**src/rtl/lut_rb_pkg.sv**
```systemverilog
// Shared state encoding and sizing helper for the LUT readback serializer.
package lut_rb_pkg;

    typedef logic [1:0] state_t;

    localparam state_t IDLE  = 2'd0;
    localparam state_t ADDR  = 2'd1;
    localparam state_t SHIFT = 2'd2;
    localparam state_t DONE  = 2'd3;

    // Beat-counter width; never narrower than one bit.
    function automatic int cnt_bits(input int n);
        return (n > 1) ? $clog2(n) : 1;
    endfunction

endpackage

```
**src/rtl/lut_rb_piso.sv**
```systemverilog
// Parallel-load shift register with beat counter, LSB first.
module lut_rb_piso
    import lut_rb_pkg::*;
#(
    parameter int WIDTH = 2
) (
    input  logic             clk,
    input  logic             rst,
    input  logic             load,
    input  logic             shift,
    input  logic [WIDTH-1:0] din,
    output logic             bit0,
    output logic             last_beat
);

    localparam int CW = cnt_bits(WIDTH);

    logic [WIDTH-1:0] sr;
    logic [CW-1:0]    cnt;

    assign bit0      = sr[0];
    assign last_beat = (cnt == CW'(WIDTH - 1));

    always_ff @(posedge clk) begin
        if (rst) begin
            sr  <= '0;
            cnt <= '0;
        end else if (load) begin
            sr  <= din;
            cnt <= '0;
        end else if (shift) begin
            sr  <= sr >> 1;
            cnt <= last_beat ? '0 : cnt + CW'(1);
        end
    end

endmodule

```
**src/rtl/lut_readback_serializer.sv**
```systemverilog
// Sweeps the shared LUT read address and streams every LUT bit,
// address-major, over a valid/ready serial port.
module lut_readback_serializer
    import lut_rb_pkg::*;
#(
    parameter int ADDR_BITS = 4,
    parameter int NUM_LUTS  = 2
) (
    input  logic                 clk,
    input  logic                 rst,
    input  logic                 start,
    output logic [ADDR_BITS-1:0] rb_addr,
    input  logic [NUM_LUTS-1:0]  rb_data,
    output logic                 write_hold,
    output logic                 busy,
    output logic                 dout,
    output logic                 dout_valid,
    input  logic                 dout_ready,
    output logic                 dout_last,
    output logic                 done
);

    localparam int MEM_SIZE = 2 ** ADDR_BITS;

    state_t state;
    logic   xfer;
    logic   at_end;
    logic   bit0;
    logic   last_beat;

    assign xfer   = (state == SHIFT) && dout_ready;
    assign at_end = (rb_addr == ADDR_BITS'(MEM_SIZE - 1));

    lut_rb_piso #(
        .WIDTH(NUM_LUTS)
    ) u_piso (
        .clk      (clk),
        .rst      (rst),
        .load     (state == ADDR),
        .shift    (xfer),
        .din      (rb_data),
        .bit0     (bit0),
        .last_beat(last_beat)
    );

    always_ff @(posedge clk) begin
        if (rst) begin
            state   <= IDLE;
            rb_addr <= '0;
        end else begin
            case (state)
                IDLE: begin
                    rb_addr <= '0;
                    if (start) state <= ADDR;
                end
                ADDR: state <= SHIFT;
                SHIFT: begin
                    if (xfer && last_beat) begin
                        if (at_end) begin
                            state <= DONE;
                        end else begin
                            rb_addr <= rb_addr + ADDR_BITS'(1);
                            state   <= ADDR;
                        end
                    end
                end
                DONE: begin
                    rb_addr <= '0;
                    state   <= IDLE;
                end
                default: state <= IDLE;
            endcase
        end
    end

    assign busy       = (state != IDLE);
    assign write_hold = busy;
    assign dout_valid = (state == SHIFT);
    assign dout       = dout_valid & bit0;
    assign dout_last  = dout_valid & at_end & last_beat;
    assign done       = (state == DONE);

endmodule

```
**config.mk**
```make
export PLATFORM = sky130hd
export DESIGN_NAME = lut_readback_serializer
export DESIGN_NICKNAME = d
export VERILOG_FILES = /design/src/rtl/lut_rb_pkg.sv /design/src/rtl/lut_rb_piso.sv /design/src/rtl/lut_readback_serializer.sv
export SDC_FILE = /design/constraint.sdc
export NUM_CORES = 1
export LEC_CHECK = 0
export CAP_MARGIN = 20
export CORE_MARGIN = 2
export CORE_UTILIZATION = 25
export DETAILED_ROUTE_END_ITERATION = 8
export PLACE_DENSITY = 0.55
export SLEW_MARGIN = 0
export SYNTH_ARGS = -nofsm -noshare
export SYNTH_HDL_FRONTEND = slang
export SYNTH_HIERARCHICAL = 1
export SYNTH_SLANG_ARGS = --single-unit
export TNS_END_PERCENT = 100
```
**constraint.sdc**
```tcl
create_clock -name clk -period 1.55 [get_ports clk]
set_input_delay 0.155 -clock clk [delete_from_list [all_inputs] [get_ports clk]]
set_output_delay 0.155 -clock clk [all_outputs]
set_load 0.03 [all_outputs]
```
==> results of run 1 <==
==> per-layer routing <==
metal  GRT usage, %  part of all wire, %  wire (um)
met5              0                    0          0
met2           20.4                   49        686
met1           14.0                   46        650
met4           8.11                  1.2         17
met3           1.79                  3.1         44
==> power by group through the flow <==
| stage | combinational (W) | sequential (W) | clock [W] |
|---|---|---|---|
| final | 0.000836 | 0.000340 | 0.000181 |
| after floorplan | 0.000494 | 0.000357 | 0 |
| after global routing | 0.000917 | 0.000346 | 0.000195 |
| after CTS | 0.000831 | 0.000336 | 0.000189 |
| after global placement | 0.000824 | 0.000335 | 0 |
| after detailed placement | 0.000831 | 0.000335 | 0 |
==> cells in the mapped netlist <==
cell type / n
nand3b_1: 1
a311oi_1: 1
or3b_1: 1
o311ai_0: 2
o31ai_1: 2
nor3_1: 2
a21oi_1: 1
mux2i_1: 1
nand3_1: 3
o21ai_0: 1
ha_1: 5
nand2b_1: 2
nand4_1: 1
and4_2: 1
xnor2_1: 1
a21bo_2: 1
a31oi_1: 3
and2_1: 2
a211oi_1: 1
or4_1: 1
nand2_1: 3
nor2b_1: 1
o221a_2: 1
a21boi_4: 1
inv_1: 6
buf_4: 1
a2111oi_0: 1
dfxtp_1: 9
and2_2: 2
==> critical path, delay by kind of cell, from the launching register on <==
kind	cells	cell delay (ps)
AND/OR/NAND/NOR	2	410
buffers and inverters	2	200
adder cells (fa/ha/maj)	1	160
flip-flops	1	320
==> kinds of logic after synthesis <==
group | share of synthesized area, %
xor+xnor | 1.62
buf+inv | 5.56
simple gates | 22.7
compound gates | 23.4
mux | 1.85
fa+ha+maj | 11.6
flops | 33.3
==> repair_timing <==
item	in CTS	in global routing
resized for setup	9	6
setup endpoints to repair	6	3
setup buffers	1	0
gates cloned	0	0
pin swaps	1	2
==> final timing paths <==
path         startpoint            to  cells past startpoint
max            state[0]     dout_last                      5
min          rb_data[1]  u_piso/sr[1]                      3
max reg2reg    state[0]    rb_addr[3]                      5
min reg2reg    state[1]      state[1]                      1
==> per-stage QoR <==
| step | utilization, % | power [W] |
|---|---|---|
| final | 41.5 | 0.00136 |
| after global routing | 41.5 | 0.00146 |
| after global placement | 39.2 | 0.00116 |
| after floorplan | - | 0.000851 |
| after CTS | 40.9 | 0.00136 |
| after detailed placement | 39.2 | 0.00117 |
==> flip-flops by register name, indices dropped and copies added, names as in the netlist <==
register	flops
rb_addr	4
state	2
u_piso/sr	2
u_piso/last_beat	1
==> area by class of cell <==
cell class | count | area (um^2)
clock buffer | 4 | 26.3
fill | 209 | 1170
inverter | 6 | 22.5
multi-input combinational | 42 | 353
sequential | 9 | 185
tap | 27 | 33.8
timing repair buffer | 23 | 210
==> placed cells by master, fill, tap and decap left out, drive strengths merged, types with 2 or more instances in the layout <==
master / synthesis / final
buf: 1 / 12
dfxtp: 9 / 9
clkdlybuf4s50: 0 / 6
inv: 6 / 6
dlygate4sd2: 0 / 5
ha: 5 / 5
clkbuf: 0 / 4
and2: 4 / 4
nand3: 3 / 3
nand2: 3 / 3
a31oi: 3 / 3
nand2b: 2 / 2
o311ai: 2 / 2
nor3: 2 / 2
o31ai: 2 / 2
==> summary.md, run 1 <==
| Metric | Value |
|---|---|
| Status | `completed` |
| CP max stage delay | `320 ps` |
| Slowest CP cell | `dfxtp_1` |
| H-Tree Level Count | `1` |
| CP Class | `reg -> out` |
| Switching fraction of total power | `41.6%` |
| Detailed Route WL | `1.40 mm` |
| GRT Resource Usage Total | `between 10% and 20%` |
| P_int | `0.000792 W` |
| CTS clk-pin slew, worst paths | `60 ps` |
| Sequential share of the synthesized area | `~33%` |
| CTS max path bufs | `2` |
| Yosys warning total | `6` |
| Headroom to the max-slew limit | `~79%` |
| CP max FO | `7` |
| Final #Nets | `96` |
| Worst reg-to-reg setup slack | `100 ps` |
| Yosys top cell area share | `33.3%` |
| Number of CTS-inserted buffers | `3` |
| Leading area contributor after synthesis | `dfxtp_1` |
| Layout cells sized above 1 | `between 30% and 40%` |
| Initial Utilization | `27.0%` |
| Hold Vio Cnt, Final | `0` |
| Vias | `526` |
| Psw | `0.000565 W` |
| Largest net degree at the start of global routing | `11` |
| Crit path DAT | `1340 ps` |
| Clock sink count | `9` |
| Global-route wire length before repair | `2.28 mm` |
| Comb power frac | `roughly three fifths` |
| Post-route ant nets | `0` |
| Root Buffer | `clkbuf_4` |
| Die height | `50.5 um` |
| Layout Area Growth over Synthesis | `53.7%` |
| Leak Pwr | `approximately 0.35 nW` |
| Row cnt | `16` |
| GP Congestion | `0.685` |
| HPWL Detailed | `1.07 mm` |
| Number of vias per cell | `about 4.7` |
| CTS tree | `done` |
| Remaining Overflow, GRT | `0` |
| RSZ-0062 raised after global routing | `false` |
| Critical path capture point type | `output pin` |
| Final cycle utilization of the critical path | `96.4%` |
| Setup WS pre-CTS | `0.456 ps` |
| Cell breakdown of the critical path | `inv_2 > ha_4 > and4_4 > and2_4 > buf_6` |
| Initial antenna violation count | `0` |
| Max frequency | `between 600 and 700 MHz` |
| Mapped Area | `541 um^2` |
| Ant diodes | `0` |
| Clk_skew | `4.99 ps` |
| # IOs | `16` |
| Final Critical Period | `1490 ps` |
| Dpl cells | `106` |
| Area of the die | `0.00255 mm^2` |
| Final Instance Count excl. Fillers | `about 110` |
| Syn avg cell area | `9.32 um^2` |
| Iteration count of the initial detailed-routing pass | `4` |
| # DRC | `0` |
| Synth unique cells | `29` |
| Setup crit start kind | `register` |
| Yosys reg bits | `9` |
| Syn nets | `roughly 70` |
| Post-cts hold buffer count | `0` |
| Clock power share | `13.3%` |
| Synthesized instance count | `58` |
| Core Area | `between 0.002 and 0.0025 mm^2` |
| Port Buf Inserts | `15` |
| DR iter-0 viols | `10` |
| Hold Path Class | `in -> reg` |
| Setup total negative slack | `0 ps` |
| Power Dens Cells | `around 1600 mW/mm^2` |
| Vias in the first global route | `535` |
| Routed WL per cell | `12.6 um` |
| Pins over their slew limit | `0` |
| Number of endpoints failing setup at the final stage | `0` |
| Synth top area cells | `dfxtp_1 (33%), ha_1 (12%), inv_1 (4.2%), a21boi_4 (3.5%), a31oi_1 (3.5%)` |
| Reg power frac | `roughly a quarter` |
| Design area | `831 um^2` |
| Die X | `a little over 50 um` |
| Max VDD drop | `~850 uV` |
| Number of max-cap violations | `0` |
| WHS | `467 ps` |
| Slew @ Worst Pin | `309 ps` |
| Clock Latency Late Sink | `260 ps` |
| CP required | `1390 ps` |
| Post-Place Cell Area | `785 um^2` |
| Setup WS post-layout | `55.4 ps` |
Note: power is estimated with default switching activity, not from simulation.
==> inputs of run 2 (changes only) <==
Settings changed: PLACE_DENSITY 0.55 to 0.54.
Clock period 1.55 ns to 1.7 ns, I/O delays scaled along.
==> summary.md, run 2 (synthesis gave the netlist of run 1 again) <==
| Metric | Value |
|---|---|
| Max frequency | `613 MHz` |
| HPWL Detailed | `973 um` |
| GP Congestion | `0.766` |
| Max reg flops | `4` |
| DR iter-0 viols | `11` |
| Hold Vio Cnt, Final | `0` |
| Final Critical Period | `about 1600 ps` |
| Initial antenna violation count | `0` |
| Leak Pwr | `0.322 nW` |
| Largest regs | `rb_addr (4), state (2), u_piso/sr (2)` |
| Reg power frac | `27.1%` |
| Row cnt | `16` |
| Initial Utilization | `27.0%` |
| Iteration count of the initial detailed-routing pass | `4` |
| Slowest CP cell | `dfxtp_1` |
| CTS tree | `done` |
| H-Tree Level Count | `1` |
| Port Buf Inserts | `15` |
| P_int | `around 0.00062 W` |
| Switching fraction of total power | `44.6%` |
| Crit path DAT | `1460 ps` |
| Pins over their slew limit | `0` |
| Comb power frac | `approximately 58%` |
| Root Buffer | `clkbuf_4` |
| Clock power share | `about 15%` |
| Detailed Route WL | `1.29 mm` |
| Status | `completed` |
| Psw | `0.000503 W` |
| Cell breakdown of the critical path | `ha_2 > and4_2 > and2_1 > buf_4` |
| Critical path capture point type | `output pin` |
| Slew @ Worst Pin | `348 ps` |
| Vias in the first global route | `around 460` |
| CP max stage delay | `400 ps` |
| Setup WS post-layout | `69.1 ps` |
| CP max FO | `5` |
| Max VDD drop | `492 uV` |
| Largest net degree at the start of global routing | `11` |
| Vias | `501` |
| CP required | `1530 ps` |
| RSZ-0062 raised after global routing | `false` |
| Most common cell after layout, fill and taps aside | `clkdlybuf4s50_1` |
| CTS clk-pin slew, worst paths | `roughly 70 ps` |
| Post-Place Cell Area | `739 um^2` |
| Clock sink count | `9` |
| Ant diodes | `0` |
| CTS max path bufs | `2` |
| Die X | `a little over 50 um` |
| Number of endpoints failing setup at the final stage | `0` |
| Number of max-cap violations | `0` |
| Post-CTS Setup Inserts | `0` |
| Commonest cells after routing, fill and taps aside | `clkdlybuf4s50_1 (9), dfxtp_1 (8), inv_1 (6)` |
| Design area | `779 um^2` |
| Final cycle utilization of the critical path | `95.9%` |
| Remaining Overflow, GRT | `0` |
| Clk_skew | `between 9 and 10 ps` |
| Buf/Inv on CP | `1` |
| Die height | `50.5 um` |
| Layout Area Growth over Synthesis | `44.2%` |
| Setup crit start kind | `register` |
| Number of vias per cell | `4.73` |
| Headroom to the max-slew limit | `76.2%` |
| Global-route wire length before repair | `roughly 2.1 mm` |
| Power Dens Cells | `roughly 1400 mW/mm^2` |
| # IOs | `16` |
| Crit path max-delay family | `simple AND/OR/NAND/NOR gates` |
| Number of CTS-inserted buffers | `3` |
| Area of the die | `0.00255 mm^2` |
| Core Area | `roughly 0.002 mm^2` |
| Hold Path Class | `in -> reg` |
| Layout cells sized above 1 | `21.5%` |
| Filler instances | `approximately 210` |
| GRT Resource Usage Total | `11.2%` |
| # DRC | `0` |
| Post-route ant nets | `0` |
| Routed WL per cell | `12.2 um` |
| Clock Latency Late Sink | `260 ps` |
| Setup WS pre-CTS | `roughly 40 ps` |
| Final #Nets | `91` |
| Reg with most FFs | `rb_addr` |
| CP Class | `reg -> out` |
| Post-cts hold buffer count | `0` |
| WHS | `455 ps` |
==> run 2: area by class of cell <==
type / count / area, um^2 / area share (%)
Timing Repair Buffer: 18 / 169 / 21.7
Inverter: 6 / 22.5 / 2.89
Tap cell: 27 / 33.8 / 4.33
Clock buffer: 3 / 22.5 / 2.89
Sequential cell: 9 / 181 / 23.3
Clock inverter: 1 / 5.00 / 0.642
Multi-Input combinational cell: 42 / 345 / 44.3
==> run 2: worst min-delay path, stage by stage <==
cell and delay [ps]:
clkdlybuf4s50_1 400, nand2_1 60, a21oi_1 50
==> run 2: metrics by stage <==
step	cells	utilization (%)	total power [W]	TNS (ps)
floorplan	58	-	0.000757	0
global placement	102	36.9	0.000971	0
detailed placement	102	36.9	0.000977	0
CTS	106	38.1	0.00112	-2.21
global route	106	38.9	0.00122	0
finish	106	38.9	0.00113	0
==> run 2: power groups by stage <==
stage          sequential (W)  clock (W)  combinational (W)
2_1_floorplan        0.000322          0           0.000435
3_3_place_gp         0.000303          0           0.000668
3_5_place_dp         0.000304          0           0.000672
4_1_cts              0.000300   0.000175           0.000642
5_1_grt              0.000311   0.000188           0.000718
6_report             0.000306   0.000170           0.000651
==> run 2: path summary, 6_finish.rpt <==
path	startpoint	end	slack, ps	cells after the start
worst max-delay path	rb_addr[0]	dout_last	70	4
worst min-delay path	rb_data[1]	u_piso/sr[1]	460	3
worst max register to register	state[1]	rb_addr[3]	140	5
worst min register to register	state[1]	state[1]	530	1
==> run 2: metal layers <==
| layer | vias to the layer above | global-route usage (%) | routed length (um) |
|---|---|---|---|
| li1 | 259 | - | - |
| met1 | 218 | 14.5 | 647 |
| met2 | 22 | 16.4 | 553 |
| met3 | 2 | 2.68 | 68 |
| met4 | 0 | 7.21 | 20 |
| met5 | - | 0 | 0 |
==> run 2: timing repair <==
item / CTS / global route
endpoints found under the hold margin: 0 / 0
gates resized for setup: 4 / 5
endpoints found under the setup margin: 5 / 3
